$ cat config.mk
export PLATFORM = sky130hd
export DESIGN_NAME = priority_encoder_8to3_stream
export DESIGN_NICKNAME = d
export VERILOG_FILES = /design/src/rtl/enc_pkg.sv /design/src/rtl/prio_enc_8to3.sv /design/src/rtl/priority_encoder_8to3_stream.sv
export SDC_FILE = /design/constraint.sdc
export NUM_CORES = 1
export LEC_CHECK = 0
export CORE_UTILIZATION = 35
export DETAILED_ROUTE_END_ITERATION = 8
export HOLD_SLACK_MARGIN = 0.15
export SLEW_MARGIN = 20
export SYNTH_ARGS = -nofsm -noshare
export SYNTH_HDL_FRONTEND = slang
export SYNTH_SLANG_ARGS = --single-unit
$ cat constraint.sdc
create_clock -name clk -period 2.8 [get_ports clk]
set_input_delay 0.56 -clock clk [delete_from_list [all_inputs] [get_ports clk]]
set_output_delay 0.56 -clock clk [all_outputs]
set_load 0.01 [all_outputs]
$ cat src/rtl/enc_pkg.sv
// Shared constants and FSM state type for the streaming 8-to-3 priority encoder.
//   N_IN   : request vector width
//   W_CODE : code width, log2(N_IN)
//   state_t: IDLE (waiting for a vector) / SERVE (draining latched bits)
package enc_pkg;

   localparam int unsigned N_IN   = 8;
   localparam int unsigned W_CODE = 3;

   typedef enum logic {
      IDLE  = 1'b0,
      SERVE = 1'b1
   } state_t;

endpackage

$ cat src/rtl/prio_enc_8to3.sv
// Combinational lowest-set-bit encoder; bit 0 has highest priority.
// Ports:
//   vec    : input request vector
//   code_c : index of the lowest set bit of vec (0 when vec is empty)
//   any_c  : vec has at least one bit set
module prio_enc_8to3 #(
   parameter int unsigned N_IN   = enc_pkg::N_IN,
   parameter int unsigned W_CODE = enc_pkg::W_CODE
) (
   input  logic [N_IN-1:0]   vec,
   output logic [W_CODE-1:0] code_c,
   output logic              any_c
);

   // Scan from the top down so the lowest set bit is the last one written.
   always_comb begin
      code_c = '0;
      any_c  = |vec;
      for (int i = int'(N_IN) - 1; i >= 0; i--) begin
         if (vec[i]) code_c = W_CODE'(i);
      end
   end

endmodule

$ cat src/rtl/priority_encoder_8to3_stream.sv
// Streaming priority encoder: latches a request vector, then emits the index
// of each set bit in ascending order, one per code handshake.
// Ports:
//   clk, rst   : clock and synchronous active-high reset
//   req        : request vector, bit i requests index i
//   req_valid  : req is valid this cycle
//   req_ready  : block can accept a new vector (IDLE only)
//   code       : index of the request currently being served
//   code_valid : code is valid (SERVE)
//   code_ready : downstream accepts code
//   code_last  : current code is the final one of the latched vector
//   busy       : FSM is in SERVE
module priority_encoder_8to3_stream import enc_pkg::*; #(
   parameter int unsigned N_IN   = enc_pkg::N_IN,
   parameter int unsigned W_CODE = enc_pkg::W_CODE
) (
   input  logic              clk,
   input  logic              rst,
   input  logic [N_IN-1:0]   req,
   input  logic              req_valid,
   output logic              req_ready,
   output logic [W_CODE-1:0] code,
   output logic              code_valid,
   input  logic              code_ready,
   output logic              code_last,
   output logic              busy
);

   state_t            state_q, state_n;
   logic [N_IN-1:0]   pending_q, pending_n;
   logic              code_valid_q;
   logic              code_last_q, last_n;
   logic              busy_q;
   logic              req_ready_q;
   logic [W_CODE-1:0] enc_code;
   logic              enc_any;

   // Encoder runs on the registered pending vector only.
   prio_enc_8to3 #(
      .N_IN   (N_IN),
      .W_CODE (W_CODE)
   ) u_enc (
      .vec    (pending_q),
      .code_c (enc_code),
      .any_c  (enc_any)
   );

   // Next-state and next-pending logic.
   always_comb begin
      state_n   = state_q;
      pending_n = pending_q;
      case (state_q)
         IDLE: begin
            // An all-zero vector is consumed but produces nothing.
            if (req_valid && req_ready_q && (req != '0)) begin
               pending_n = req;
               state_n   = SERVE;
            end
         end
         SERVE: begin
            if (code_valid_q && code_ready) begin
               // x & (x-1) drops the lowest set bit, i.e. the one just served.
               pending_n = pending_q & (pending_q - N_IN'(1));
               if (code_last_q) state_n = IDLE;
            end
         end
         default: state_n = IDLE;
      endcase
      // Exactly one bit left in the next pending vector.
      last_n = (pending_n != '0) && ((pending_n & (pending_n - N_IN'(1))) == '0);
   end

   // State and output registers.
   always_ff @(posedge clk) begin
      if (rst) begin
         state_q      <= IDLE;
         pending_q    <= '0;
         code_valid_q <= 1'b0;
         code_last_q  <= 1'b0;
         busy_q       <= 1'b0;
         req_ready_q  <= 1'b1;
      end else begin
         state_q      <= state_n;
         pending_q    <= pending_n;
         code_valid_q <= (state_n == SERVE);
         code_last_q  <= last_n;
         busy_q       <= (state_n == SERVE);
         req_ready_q  <= (state_n == IDLE);
      end
   end

   assign req_ready  = req_ready_q;
   assign code_valid = code_valid_q;
   assign code_last  = code_last_q;
   assign busy       = busy_q;
   // pending is empty outside SERVE; gating on any keeps code at zero there.
   assign code       = enc_any ? enc_code : '0;

endmodule

### Yosys cells after proc, flatten, opt, wreduce, memory -nomap -nowiden

Cells that the tools add are included.
Widths: inputs -> output; s select.

* register bits after elaboration: 11
* bits of input ports: 12
* output and inout bits: 7
* logic and storage cells: 34

* $add $sub $neg: 2
* mux-type cells: 16
* bitwise logic cells: 4
* reduce and logical (&&, ||, !) cells: 8

Operators with widths (number)
* $mux 3: 9
* $and 8x8->8: 2
* $mux 8: 2
* $pmux 8 s2: 1
* $reduce_bool 8->1: 2
* $sub 8x1->8 const B: 2
* $logic_not 8->1: 1
* $reduce_or 8->1: 1
* $logic_and 1x1->1: 4
* $mux 1: 3
* $not 1->1: 2
* $pmux 1 s2: 1

### Longest topological paths before layout

Gate-level depths: netlist (run 1).

* depth after elaboration: 9
* gate-level depth with buffers: 7
* depth with buffers taken out: 6

### By module

From an unflattened synthesis (run 1), not the netlist that was laid out.

* cells, all modules: 96
* area total of the unflattened synthesis: 807.0 sq um

By module, submodules not included
* priority_encoder_8to3_stream: instances 1, cells an instance 83, area each 725.7 sq um, sequential area each 220.2 sq um
* prio_enc_8to3: instances 1, cells an instance 13, area each 81.3 sq um, sequential area each 0.0 sq um

### Least setup slack after synthesis (run 1)

OpenSTA, ideal clock, no wires.

* path kind: input to register
* start: in req[4]
* end: reg code_last_q, in the netlist code_last
* library setup time: 91 ps
* arrival time: 2095 ps
* data required time: 2709 ps
* setup slack: 614 ps
* cell stages on the path: 7
* path buffers: 1
* cell sequence: nor3_1 a31o_2 buf_2 mux2i_1 nor3b_2 mux2i_1 a311oi_1

* cells in the longest elaborated chain, start to end: 8
* elaborated cells between the ends (all ways): 9
* those cells by class: add/sub (1); mux (2); bitwise (1); reduce/logical (5)

RTL lines
* from (decl): RTL line priority_encoder_8to3_stream.sv:19 `input logic [N_IN-1:0] req,`
* $reduce_bool 8->1: RTL line priority_encoder_8to3_stream.sv:55 `if (req_valid && req_ready_q && (req != '0)) begin`
* $logic_and 1x1->1: RTL line priority_encoder_8to3_stream.sv:55
* $mux 8 (*): RTL line priority_encoder_8to3_stream.sv:55
* $pmux 8 s2 (*): RTL line priority_encoder_8to3_stream.sv:52 `case (state_q)`
* $sub 8x1->8: RTL line priority_encoder_8to3_stream.sv:70 `last_n = (pending_n != '0) && ((pending_n & (pending_n - N_IN'(1))) == '0);`
* $and 8x8->8: RTL line priority_encoder_8to3_stream.sv:70
* $logic_not 8->1: RTL line priority_encoder_8to3_stream.sv:70
* $logic_and 1x1->1 (*): RTL line priority_encoder_8to3_stream.sv:70
* to (signal assigned): RTL line priority_encoder_8to3_stream.sv:86 `code_last_q <= last_n;`
* to (decl): RTL line priority_encoder_8to3_stream.sv:32 `logic code_last_q, last_n;`

Every way passes the cells marked *; elsewhere a longest branch is shown, timed or not.
A chain may end at the register's enable or synchronous reset.

### Worst setup path in the final report (run 1)

* start: reg pending_q[0]
* end: out code[2]

* cells in the longest elaborated chain, start to end: 2
* elaborated cells between the ends (all ways): 3
* those cells by class: mux (2); reduce/logical (1)

RTL lines
* from (decl): RTL line priority_encoder_8to3_stream.sv:30 `logic [N_IN-1:0] pending_q, pending_n;`
* from (signal assigned): RTL line priority_encoder_8to3_stream.sv:84 `pending_q <= pending_n;`
* $reduce_or 8->1 / $mux 3 (equally long branches): RTL line prio_enc_8to3.sv:18, prio_enc_8to3.sv:20
* $mux 3 (*): RTL line priority_encoder_8to3_stream.sv:97 `assign code = enc_any ? enc_code : '0;`
* to (decl): RTL line priority_encoder_8to3_stream.sv:22 `output logic [W_CODE-1:0] code,`

Marks and branches as above.

==> metrics, run 1 <==
status=finished, final reports clean; Final ANT Viol Nets=0; slew at the pin with the worst max-slew slack=0.454 ns; Syn Area/Cell=8.13 sq um; I/O pin count=19; DR vias=871; vias in the first global route=789; main area contributors after synthesis=dfxtp_1, a21oi_1, nor2_1; internal power=354 uW; Sw Ratio=34.8%; hpwl dp=1.65 mm; Synth warnings=0; fmax=401 MHz; hold crit path type=reg -> reg; Die Width=49.7 um; gr usage total=20.0%; Post-route DRC=0; main combinational cell family by area after synthesis=simple AND/OR/NAND/NOR gates; Worst setup SP type=flop; period utilisation layout=89.0%; ant diodes=0; sequential area share after synthesis=27.6%; clock share of power=21.0%; worst hold start=pending_q[2]$_SDFF_PP0_; r2r startpoint=pending_q[3]$_SDFF_PP0_; Synth Register Bits=11; # resized after CTS=0; crit path kind=reg -> out; Inserted Clock Buffers=3; Max Clock Skew=0.00953 ns; reg2reg setup slack=0.70 ns; Initial DRC Count=21; CTS tree=built; Final TNS setup=0 ns; FFs w/ async S/R, synth=0%; Max stage delay on crit path=0.61 ns; adder-cell share of the synthesized area=2.51%; core area=2040 sq um; root buf cell=clkbuf_4; Netlist cell types=37; top cell type's share of synthesized area=27.6%; Slowest-stage cell, CP=clkdlybuf4s50_1; number of synthesized flops with an enable pin=0; Layout area overhead=36.1%; H-tree depth=1; # setup viols final=0; fin nets=138; total grt overflow=0; Synth Instances=98; worst path arrival time=1.93 ns; Worst Setup End Kind=output pin; Worst EP required=2.24 ns; CTS Hold Bufs=0; Cell Area, Synth=797 sq um; multiplexer share of the synthesized area=5.65%; CTS clk-pin slew, worst paths=0.08 ns; WL final=2.16 mm; WHS Endpoint=pending_q[2]$_SDFF_PP0_; r2r worst-path depth=7; syn_nets=110; switching power total=189 uW; synth cell count leaders=a21oi_1, nor2_1, dfxtp_1, nand2_1; hold depth=2; final worst path period need=2.49 ns; Post-CTS Setup Inserts=0; Power Density=501 nW/um^2; crit-path max FO=8; Synth area leader=dfxtp_1; PortBufs=18; Comb pwr share=42.7%; CTS sink cnt=11; Via-to-Cell Ratio=5.73; max cap viols=0; Post-Place Cell Area=1060 sq um; top_reg_cell synth=dfxtp_1; CP Cell Sequence=or2_1, a2111oi_0, clkdlybuf4s50_1; Reg power frac=36.3%; full die area=2470 sq um; wire per inst=14.2 um; DIE HEIGHT=49.7 um; pin count of the biggest net entering global routing=11; # rows=16; RSZ-0062 raised after global routing=false; clk buf depth=2; Crit Reg-Reg Endpoint=code_last$_SDFF_PP0_; Skew-Pair Late Insertion Delay=0.27 ns; Final Wtd Congestion=0.872; Pleak=0.412 nW; post-synthesis compound-gate area fraction=28.4%; worst vdd ir=0.219 mV; first-pass GRT wire length=3.74 mm; Simple-Gate Fraction of Synth Area=30.0%; xor/xnor share of the synthesized area=0%; Max transition margin=69.7%; antenna violations before repair=0; final hold vios=0; Initial DRT Pass Iterations=4; share of cells above drive strength 1=18.4%; Pins Over Slew Limit=0; post-route cell area=1080 sq um; Starting Density=39.0%
## registers in the layout (all words and copies together), names as in the netlist
name and count:
req_ready 1, pending_q 8, code_last 1, busy 1
## through the flow
step / util, % / hold WS (ns) / worst slack [ns] / std cells / power (mW)
floorplan: - / 0.531 / 0.614 / 98 / 0.331
global placement: 51.8 / 0.557 / 0.227 / 148 / 0.430
detailed placement: 51.8 / 0.540 / 0.204 / 148 / 0.430
CTS: 53.1 / 0.552 / 0.321 / 152 / 0.542
global route: 53.1 / 0.586 / 0.162 / 152 / 0.576
finish: 53.1 / 0.552 / 0.307 / 152 / 0.543
## placed cells by master (no fill, tap or decap)
cell,Yosys,layout
and3b_1,1,1
nand4_1,1,1
o31ai_1,3,3
dfxtp_1,11,11
nor2_1,12,12
o21bai_1,1,1
nor2b_1,3,3
o32ai_1,2,2
clkdlybuf4s50_1,0,18
nand3b_4,1,1
clkbuf_1,2,1
o21ai_0,3,3
o211ai_1,3,3
a31oi_1,2,2
maj3_1,2,2
nor3_2,2,2
nand4bb_4,1,1
mux2_4,1,1
o311ai_2,1,1
or2_1,1,1
nor3b_2,1,1
or4_4,1,1
a21oi_1,12,12
inv_1,3,3
nand2_1,10,10
a21o_1,1,1
a31o_2,1,1
a2111oi_0,1,1
o21a_1,1,1
buf_4,1,11
nand3_1,3,3
clkbuf_4,0,3
nor3_1,2,2
a311oi_1,1,1
mux2i_1,3,3
o41a_1,1,1
## kinds of logic after synthesis
group | after synthesis
compound gates | 33
fa+ha+maj | 2
buf+inv | 9
flops | 11
mux | 4
simple gates | 39
## area by class of cell
class                      count  area, sq um
fill                         208          957
multi-input combinational     78          531
timing repair buffer          29          263
sequential                    11          220
tap                           27         33.8
clock buffer                   4         26.3
inverter                       3         11.3
## worst max-delay path by stage
stage                                  startpoint              endpoint  depth (start not counted)
after CTS                 pending_q[0]$_SDFF_PP0_               code[2]                          3
after global placement                     req[4]  code_last$_SDFF_PP0_                          8
final                     pending_q[0]$_SDFF_PP0_               code[2]                          3
after floorplan                            req[4]  code_last$_SDFF_PP0_                          7
after global routing      pending_q[0]$_SDFF_PP0_               code[2]                          3
after detailed placement                   req[0]  code_last$_SDFF_PP0_                          8
## power by group through the flow
stage / clock network, mW / logic, mW / registers, mW
final: 0.114 / 0.232 / 0.197
after global routing: 0.122 / 0.253 / 0.201
after CTS: 0.114 / 0.231 / 0.197
after detailed placement: 0 / 0.229 / 0.201
after global placement: 0 / 0.230 / 0.201
after floorplan: 0 / 0.136 / 0.195
## metal layers
metal / GRT usage [%] / wire length, um / vias to the layer above
met2: 28.8 / 968 / 38
met1: 29.3 / 1060 / 410
met4: 10.5 / 38 / 0
li1: - / - / 419
met5: 0 / 0 / -
met3: 1.23 / 99 / 4
## worst max-delay path: cells and delay by family (launching register included)
family,cells,cell delay (ns)
AND/OR/NAND/NOR,1,0.34
flip-flops,1,0.41
buffers and inverters,1,0.61
AO/OA/AOI/OAI,1,0.32
Power figures use the tool's default switching activity.
==> run 2: changes to the inputs <==
--- a/config.mk
+++ b/config.mk
@@ -12,3 +12,4 @@
 export SYNTH_ARGS = -nofsm -noshare
 export SYNTH_HDL_FRONTEND = slang
 export SYNTH_SLANG_ARGS = --single-unit
+export TNS_END_PERCENT = 50
==> results of run 2 <==
The final DEF is identical to that of run 1; final timing and power are the same.
==> run 3: changes to the inputs <==
--- a/config.mk
+++ b/config.mk
@@ -11,5 +11,6 @@
 export SLEW_MARGIN = 20
 export SYNTH_ARGS = -nofsm -noshare
 export SYNTH_HDL_FRONTEND = slang
+export SYNTH_HIERARCHICAL = 1
 export SYNTH_SLANG_ARGS = --single-unit
 export TNS_END_PERCENT = 50
==> run 3 against run 2 <==
Net effect: the flow now finishes with violations (design-rule violations); sequential power is essentially flat; die area grew 1.2%; power shrank 4.8%; highest routed layer unchanged; via count shrank 10%; critical path type unchanged; combinational power shrank 11%; worst setup slack gained 0.18 ns; largest cell class unchanged.
==> metrics, run 3 <==
Cell Area, Synth=807 sq um; Slowest-stage cell, CP=clkdlybuf4s50_1; fin nets=129; full die area=2500 sq um; Synth Instances=96; DR vias=782; # setup viols final=0; CTS clk-pin slew, worst paths=0.08 ns; syn_nets=108; max FFs per register=8; first-pass GRT wire length=3.35 mm; wire per inst=13.2 um; # resized after CTS=0; total grt overflow=0; core area=2190 sq um; Synth warnings=6; Final ANT Viol Nets=0; Die Width=50.0 um; Synth area leader=dfxtp_1; ant diodes=0; Pins Over Slew Limit=0; Worst setup SP type=flop; top cell type's share of synthesized area=27.3%; Initial DRC Count=24; Final Wtd Congestion=0.852; Max transition margin=66.3%; final worst path period need=2.31 ns; worst hold slack=0.602 ns; commonest non-fill, non-tap cell in the layout=clkdlybuf4s50_1; sequential area share after synthesis=27.3%; fmax=433 MHz; slew at the pin with the worst max-slew slack=0.493 ns; root buf cell=clkbuf_4; share of cells above drive strength 1=15.5%; crit-path max FO=5; Via-to-Cell Ratio=5.43; period utilisation layout=82.5%; Layout area overhead=27.6%; CTS Hold Bufs=0; status=complete, but fails checks; WL final=1.91 mm; Initial DRT Pass Iterations=6; antenna violations before repair=0; H-tree depth=1; final hold vios=0; Synth Register Bits=11; failing checks=design-rule violations; largest reg by FF count=pending_q; # rows=17; number of synthesized flops with an enable pin=0; Max stage delay on crit path=0.47 ns; hold crit path type=reg -> reg; Worst Setup End Kind=output pin; Starting Density=36.8%; worst vdd ir=0.215 mV; max cap viols=0; CP bufs+invs=1; hpwl dp=1.51 mm; gr usage total=16.9%; top-count cell post-synth=dfxtp_1; Worst EP required=2.24 ns; FFs w/ async S/R, synth=0%; RSZ-0062 raised after global routing=false; crit path kind=reg -> out; DIE HEIGHT=50.0 um; synth cell count leaders=dfxtp_1, nand2_1; I/O pin count=19; CTS sink cnt=11; main area contributors after synthesis=dfxtp_1, nor2b_1, nor4_2; worst path arrival time=1.75 ns; CP top delay family=simple AND/OR/NAND/NOR gates; Final TNS setup=0 ns; top_reg_cell synth=dfxtp_1; post-route setup slack=0.491 ns; Inserted Clock Buffers=3; CP Cell Sequence=nor4_2, and3b_1, and2_1, clkdlybuf4s50_1; Netlist cell types=41; Post-CTS Setup Inserts=0; vias in the first global route=769; Power Density=502 nW/um^2; PortBufs=18; pin count of the biggest net entering global routing=13; Post-route DRC=2; most frequent cells in the layout=clkdlybuf4s50_1, dfxtp_1, nand2_1; Syn Area/Cell=8.41 sq um; Place WS=0.243 ns; Pleak=0.360 nW; Skew-Pair Late Insertion Delay=0.27 ns; CTS tree=built; Max Clock Skew=0.000651 ns; clk buf depth=2
## run 3: cell count changes in the layout (fill, tap and decap cells not counted), moves of 3 or more
| cell | before | now |
|---|---|---|
| buf_4 | 11 | 2 |
| a21oi_1 | 12 | 6 |
| nor2_1 | 12 | 6 |
| and2_1 | 0 | 3 |
| mux2i_1 | 3 | 0 |
| nor2b_1 | 3 | 6 |
| nor4_2 | 0 | 3 |
| o21ai_0 | 3 | 6 |
## run 3: final timing paths
check | slack [ns] | cells after the start | end | from
setup / recovery | 0.49 | 4 | code[2] | pending_q[4]$_SDFF_PP0_
hold / removal | 0.60 | 2 | pending_q[2]$_SDFF_PP0_ | pending_q[2]$_SDFF_PP0_
setup reg to reg | 0.78 | 7 | code_last$_SDFF_PP0_ | busy$_SDFF_PP0_
hold reg to reg | 0.60 | 2 | pending_q[2]$_SDFF_PP0_ | pending_q[2]$_SDFF_PP0_
## run 3: logic make-up (layout without fill, tap and decap cells)
kind of cell    after synthesis  after routing  synth area share (%)
simple gates                 46             46                  38.3
compound gates               31             31                  28.4
flops                        11             11                  27.3
buf+inv                       8             28                  6.05
## run 3: per-layer routing
layer	vias to the layer above	track usage [%]	wire [um]	part of all wire (%)
met5	-	0	0	0
met4	0	6.19	36	1.9
met3	4	1.23	45	2.4
met2	17	29.1	955	50
met1	370	21.5	868	46
li1	391	-	-	-
## run 3: layout make-up
type | instances | area (sq um)
clock buffers | 4 | 26.3
repair buffers | 20 | 195
inverters | 4 | 15.0
flip-flops and latches | 11 | 220
well taps | 28 | 35.0
fillers | 239 | 1160
multi-input cells | 77 | 538
## run 3: metrics by stage
| stage | instances | total power [mW] | utilization, % | area (sq um) |
|---|---|---|---|---|
| 2_1_floorplan | 96 | 0.334 | - | 807 |
| 3_5_place_dp | 140 | 0.407 | 45.8 | 1000 |
| 6_report | 144 | 0.517 | 47.0 | 1030 |
| 5_1_grt | 144 | 0.552 | 47.0 | 1030 |
| 4_1_cts | 144 | 0.522 | 47.0 | 1030 |
| 3_3_place_gp | 140 | 0.407 | 45.8 | 1000 |
## run 3: worst register-to-register path: cells and delay by family (launching register included)
family,cells,cell delay [ns]
buffers and inverters,1,0.17
AOI/OAI and AO/OA,3,0.42
and+or+nand+nor,3,0.71
DFF,1,0.60
## run 3: power by group
part	leakage, nW	total, mW	switching [mW]	internal, mW
sequential	0.0905	0.197	0.0239	0.173
clock	0.0150	0.114	0.0590	0.0551
combinational	0.254	0.207	0.0935	0.113
